File: src/rtl/lb_pkg.sv
// Shared types, widths and default geometry for the
// line window controller and its position counter.
package lb_pkg;

  typedef logic [1:0] lb_state_e;

  localparam lb_state_e IDLE = 2'd0;
  localparam lb_state_e FILL = 2'd1;
  localparam lb_state_e RUN  = 2'd2;
  localparam lb_state_e DONE = 2'd3;

  localparam int DEF_IMG_WIDTH  = 800;
  localparam int DEF_IMG_HEIGHT = 600;
  localparam int DEF_NUM_TAPS   = 24;
  localparam int DEF_DATA_W     = 8;

  function automatic int cnt_w(input int n);
    return (n > 1) ? $clog2(n) : 1;
  endfunction

  localparam int DEF_CW = cnt_w(DEF_IMG_WIDTH);
  localparam int DEF_RW = cnt_w(DEF_IMG_HEIGHT);

endpackage

File: src/rtl/lb_pos_counter.sv
// Column/row raster position of the pixel being accepted,
// with restart-at-origin, sync clear and wrap/last flags.
module lb_pos_counter
  import lb_pkg::*;
#(
  parameter int WIDTH  = DEF_IMG_WIDTH,
  parameter int HEIGHT = DEF_IMG_HEIGHT,
  localparam int CW    = cnt_w(WIDTH),
  localparam int RW    = cnt_w(HEIGHT)
) (
  input  logic          clk_i,
  input  logic          clr_i,
  input  logic          en_i,
  input  logic          restart_i,
  output logic [CW-1:0] col_o,
  output logic [RW-1:0] row_o,
  output logic          col_wrap_o,
  output logic          row_last_o
);

  localparam logic [CW-1:0] COL_MAX = CW'(WIDTH - 1);
  localparam logic [RW-1:0] ROW_MAX = RW'(HEIGHT - 1);

  logic [CW-1:0] col_q;
  logic [CW-1:0] col_d;
  logic [RW-1:0] row_q;
  logic [RW-1:0] row_d;

  // A restart makes the current pixel the frame origin.
  assign col_o = restart_i ? '0 : col_q;
  assign row_o = restart_i ? '0 : row_q;

  assign col_wrap_o = (col_o == COL_MAX);
  assign row_last_o = (row_o == ROW_MAX);

  always_comb begin
    col_d = col_q;
    row_d = row_q;
    if (clr_i) begin
      col_d = '0;
      row_d = '0;
    end else if (en_i) begin
      if (col_wrap_o) begin
        col_d = '0;
        row_d = row_last_o ? row_o
                           : row_o + RW'(1);
      end else begin
        col_d = col_o + CW'(1);
        row_d = row_o;
      end
    end
  end

  always_ff @(posedge clk_i) begin
    col_q <= col_d;
    row_q <= row_d;
  end

endmodule

File: src/rtl/line_window_ctrl.sv
// Line buffer sequencer: gates shifts from the input handshake
// and flags each complete vertical window to the filter stage.
module line_window_ctrl
  import lb_pkg::*;
#(
  parameter int IMG_WIDTH  = DEF_IMG_WIDTH,
  parameter int IMG_HEIGHT = DEF_IMG_HEIGHT,
  parameter int NUM_TAPS   = DEF_NUM_TAPS,
  parameter int DATA_W     = DEF_DATA_W,
  localparam int CW        = cnt_w(IMG_WIDTH),
  localparam int RW        = cnt_w(IMG_HEIGHT)
) (
  input  logic              clock,
  input  logic              reset,
  input  logic              in_valid,
  output logic              in_ready,
  input  logic [DATA_W-1:0] in_data,
  input  logic              in_sof,
  output logic              lb_clken,
  output logic [DATA_W-1:0] lb_shiftin,
  output logic              out_valid,
  input  logic              out_ready,
  output logic [CW-1:0]     out_col,
  output logic [RW-1:0]     out_row,
  output logic              out_sof,
  output logic              out_eol,
  output logic              frame_done,
  output logic              err_sof
);

  localparam logic [RW-1:0] FILL_ROW = RW'(NUM_TAPS - 2);
  localparam logic [RW-1:0] WIN_ROW  = RW'(NUM_TAPS - 1);

  lb_state_e     state_q;
  lb_state_e     state_d;
  lb_state_e     eff_state;
  logic          valid_q;
  logic          valid_d;
  logic [CW-1:0] col_q;
  logic [CW-1:0] col_d;
  logic [RW-1:0] row_q;
  logic [RW-1:0] row_d;
  logic          sof_q;
  logic          sof_d;
  logic          eol_q;
  logic          eol_d;
  logic          err_q;
  logic          err_d;

  logic          acc;
  logic          take;
  logic          restart;
  logic          pos_clr;
  logic [CW-1:0] cur_col;
  logic [RW-1:0] cur_row;
  logic          col_wrap;
  logic          row_last;

  // Never shift while a window is held unconsumed.
  assign in_ready = (state_q != DONE)
                  & (~valid_q | out_ready);

  assign acc     = in_valid & in_ready;
  assign take    = acc & ((state_q != IDLE) | in_sof);
  assign restart = take & in_sof;
  assign pos_clr = reset | (state_q == DONE);

  assign lb_clken   = take;
  assign lb_shiftin = in_data;

  assign eff_state = restart ? FILL : state_q;

  lb_pos_counter #(
    .WIDTH     (IMG_WIDTH),
    .HEIGHT    (IMG_HEIGHT)
  ) u_pos (
    .clk_i     (clock),
    .clr_i     (pos_clr),
    .en_i      (take),
    .restart_i (restart),
    .col_o     (cur_col),
    .row_o     (cur_row),
    .col_wrap_o(col_wrap),
    .row_last_o(row_last)
  );

  always_comb begin
    state_d = state_q;
    valid_d = valid_q;
    col_d   = col_q;
    row_d   = row_q;
    sof_d   = sof_q;
    eol_d   = eol_q;
    err_d   = 1'b0;
    if (take) begin
      err_d = in_sof & (state_q != IDLE);
      unique case (1'b1)
        (eff_state == FILL): begin
          valid_d = 1'b0;
          if ((cur_row == FILL_ROW) && col_wrap)
            state_d = RUN;
          else
            state_d = FILL;
        end
        (eff_state == RUN): begin
          valid_d = 1'b1;
          col_d   = cur_col;
          row_d   = cur_row;
          sof_d   = (cur_row == WIN_ROW)
                  & (cur_col == '0);
          eol_d   = col_wrap;
          if (row_last && col_wrap)
            state_d = DONE;
          else
            state_d = RUN;
        end
        default: begin
          state_d = state_q;
        end
      endcase
    end else begin
      if (out_ready)
        valid_d = 1'b0;
      if (state_q == DONE)
        state_d = IDLE;
    end
  end

  always_ff @(posedge clock) begin
    if (reset) begin
      state_q <= IDLE;
      valid_q <= 1'b0;
      col_q   <= '0;
      row_q   <= '0;
      sof_q   <= 1'b0;
      eol_q   <= 1'b0;
      err_q   <= 1'b0;
    end else begin
      state_q <= state_d;
      valid_q <= valid_d;
      col_q   <= col_d;
      row_q   <= row_d;
      sof_q   <= sof_d;
      eol_q   <= eol_d;
      err_q   <= err_d;
    end
  end

  assign out_valid  = valid_q;
  assign out_col    = col_q;
  assign out_row    = row_q;
  assign out_sof    = sof_q;
  assign out_eol    = eol_q;
  assign frame_done = (state_q == DONE);
  assign err_sof    = err_q;

endmodule

File: config.mk
export PLATFORM = sky130hd
export DESIGN_NAME = line_window_ctrl
export DESIGN_NICKNAME = d
export VERILOG_FILES = /design/src/rtl/lb_pkg.sv /design/src/rtl/lb_pos_counter.sv /design/src/rtl/line_window_ctrl.sv
export SDC_FILE = /design/constraint.sdc
export NUM_CORES = 1
export LEC_CHECK = 0
export CORE_MARGIN = 8
export CORE_UTILIZATION = 40
export DETAILED_ROUTE_END_ITERATION = 8
export PLACE_DENSITY = 0.74
export SLEW_MARGIN = 5
export SYNTH_ARGS = -nofsm -noshare
export SYNTH_HDL_FRONTEND = slang
export SYNTH_HIERARCHICAL = 1
export SYNTH_SLANG_ARGS = --single-unit
File: constraint.sdc
create_clock -name clock -period 3.2 [get_ports clock]
set_input_delay 0.48 -clock clock [delete_from_list [all_inputs] [get_ports clock]]
set_output_delay 0.48 -clock clock [all_outputs]
set_load 0.03 [all_outputs]
==> flow_summary.ini <==
[place]
portBuffers = 31
placedCellCount = 381
gp_congestion = 0.932
dp_hpwl_um = 4220
post_dp_cell_area_um2 = 2830

[global_route]
gr-total-overflow = 0
grt_pass1_vias = 2024
grt_use_total = 0.133
antenna_found_initial = 0
grt_max_degree = 27
globalRouteMet1Util = 0.171
busiest_layer = met2
gr-usage-met2 = 0.210
grt_pass1_wl_um = 9640
met3_usage = 0.0328

[status]
status = complete, no violations

[logic_synthesis]
synth_edf_count = 0
synth_cell_types = 53
ys_seq_area_frac = 0.381
synth_ff_type = dfxtp_1
syn_avg_cell_area_um2 = 8.58
yosysWarnings = 6
synth.cell_area_um2 = 2420
syn-num-nets = 297
postSynthCellCount = 282
ys_ff_latch = 46
async_flop_share = 0

[floorplan]
rows = 28
floorplan.die_area_um2 = 8790
core_um2 = 5890
start_util = 0.411
die_w_um = 93.8
ioPinCount = 48
die_h_um = 93.8

[flow_run]
drv_cap = 0

[clocking]
cts_sinks = 46
numCtsBuffers = 5
clock_path_buffers = 2
cts-resized-gates = 0
cts_tree = yes
clkTransAtPathRegs_ns = 0.09
root_buffer = clkbuf_8
cts.hold.buffers_added = 0
htree_levels = 2
cts_setup_buffers = 0
insertion_delay_ns = 0.30

[setup_path]
worstPathRequired_ns = 3.41
cp-start-kind = primary input
path_class = in2reg
critPathArrivalTime_ns = 3.18
critPathMaxFanout = 5
crit_slowest_cell = clkdlybuf4s50_1
crit_chain = clkdlybuf4s50_1 -> nand2b_2 -> nand3_2 -> nor2_2 -> buf_4 -> nor2b_1 -> ha_1 -> nor4bb_1 -> nand3_1 -> inv_1 -> a31oi_1 -> o31a_1 -> a211oi_1
cp-end-kind = flop
cpPeakStageDelay_ns = 0.39
reg2reg_slack_ns = 0.25

[sta]
slew_headroom = 0.585
fin_crit_ns = 2.97
skew_ns = 0.00681
setup-tns-final_ns = 0
finalSetupViolCount = 0
slew_viol_final = 0
min_period_over_period = 0.928
tightest_slew_ns = 0.622
rsz0062_at_grt = no
hold_violations = 0
clock.fmax_mhz = 337

[power_and_ir_drop]
ir_drop_mv = 0.215
p_per_area_nw_per_um2 = 398
power_leakage_uw = 0.00121

[final_layout]
antenna_cells = 0
multi_input_area_um2 = 1330
final_cell_area_um2 = 2980
fin_cells = 389
area_growth_pct = 23.0
num-nets-final = 328
nFillCells = 532
seqCellArea_um2 = 921
drive_gt1_frac = 0.137

[detailed_routing]
vias = 2103
wl_per_cell_um = 14.8
avgViaCountPerCell = 5.41
drc_errors = 0
wl_um = 5770
dr.first_iter.drc_count = 169
firstDrtPassIters = 4
ant_nets = 0

[hold_path]
hp-class = reg2reg
## cells in the final DEF, fill, tap and decap left out, types with 2 or more instances in the layout
cell / n
nand3_1: 8
nand2_1: 18
clkbuf_8: 6
nand3_2: 2
nor2_2: 2
a22oi_1: 2
nand4b_1: 2
nor3_1: 6
xnor2_1: 9
o21ai_0: 5
and3_1: 3
inv_1: 8
buf_4: 18
nand4_1: 7
nor4b_1: 2
nor4bb_1: 2
nor2b_1: 16
nor2_1: 42
nor4_1: 5
a21oi_1: 10
nand3b_1: 3
dfxtp_1: 46
and2_1: 2
mux2i_1: 23
nand2b_1: 5
clkdlybuf4s50_1: 31
bufinv_16: 2
a31oi_1: 2
## power breakdown
part           internal (uW)  switching, uW  total, uW  leakage, uW
Sequential               574           3.16        578     0.000371
Clock                    333            203        536    0.0000714
Combinational           28.3           41.9       70.3     0.000773
Total                    936            248       1180      0.00121
## cell families after synthesis
group           count (synthesis)  synth area share
xor+xnor                        9            0.0326
fa+ha+maj                       2            0.0103
buf+inv                        34            0.0776
simple gates                  137             0.318
mux                            23            0.0951
flops                          46             0.381
compound gates                 31            0.0858
## stage by stage
stage / util / hold slack [ns] / total power (uW) / setup slack, ns
floorplan: - / 0.454 / 653 / 0.00614
global placement: 0.481 / 0.470 / 660 / 0.0975
detailed placement: 0.481 / 0.482 / 661 / 0.0429
CTS: 0.506 / 0.496 / 1190 / 0.315
global route: 0.506 / 0.525 / 1220 / 0.107
finish: 0.506 / 0.493 / 1180 / 0.232
## worst max-delay path, delay by kind of cell
kind	cells	cell delay (ns)
buf+inv	3	0.70
simple gates	6	1.18
compound gates	3	0.56
fa+ha+maj	1	0.27
## flip-flops by register name, summed over array words and instances (netlist names)
register     cells
state_q          2
out_sof          1
err_sof          1
out_eol          1
u_pos/col_q     10
out_col         10
u_pos/row_q     10
out_row         10
out_valid        1
## worst paths after layout
path	from	to	depth (start not counted)
max	out_ready	state_q[0]$_SDFFE_PP0P_	13
min	u_pos/col_q[8]$_SDFFE_PP0P_	u_pos/col_q[8]$_SDFFE_PP0P_	2
max reg2reg	state_q[0]$_SDFFE_PP0P_	state_q[0]$_SDFFE_PP0P_	11
min reg2reg	u_pos/col_q[8]$_SDFFE_PP0P_	u_pos/col_q[8]$_SDFFE_PP0P_	2
## synth_stat cells (5+ instances only)
master	n	area, um^2
dfxtp_1	46	921
nor2_1	43	161
mux2i_1	23	230
nand2_1	18	67.6
nor2b_1	17	106
a21oi_1	10	50.1
clkbuf_1	10	37.5
nand3_1	9	45.0
xnor2_1	9	78.8
buf_4	8	60.1
inv_1	8	30.0
nand4_1	7	43.8
nor3_1	7	35.0
nand2b_1	5	31.3
nor4_1	5	31.3
o21ai_0	5	25.0
## metal layers
layer / wire (um) / vias to the layer above / share of wire
li1: - / 1031 / -
met4: 83 / 0 / 0.014
met2: 2570 / 68 / 0.45
met1: 2720 / 997 / 0.47
met3: 391 / 7 / 0.068
met5: 0 / - / 0
## cell type report
cell class	instances	area share
Multi-Input combinational cell	202	0.448
Sequential cell	46	0.310
Timing Repair Buffer	49	0.150
Tap cell	75	0.0315
Clock buffer	6	0.0278
Clock inverter	2	0.0202
Inverter	9	0.0130
Note: power is estimated with default switching activity, not from simulation.
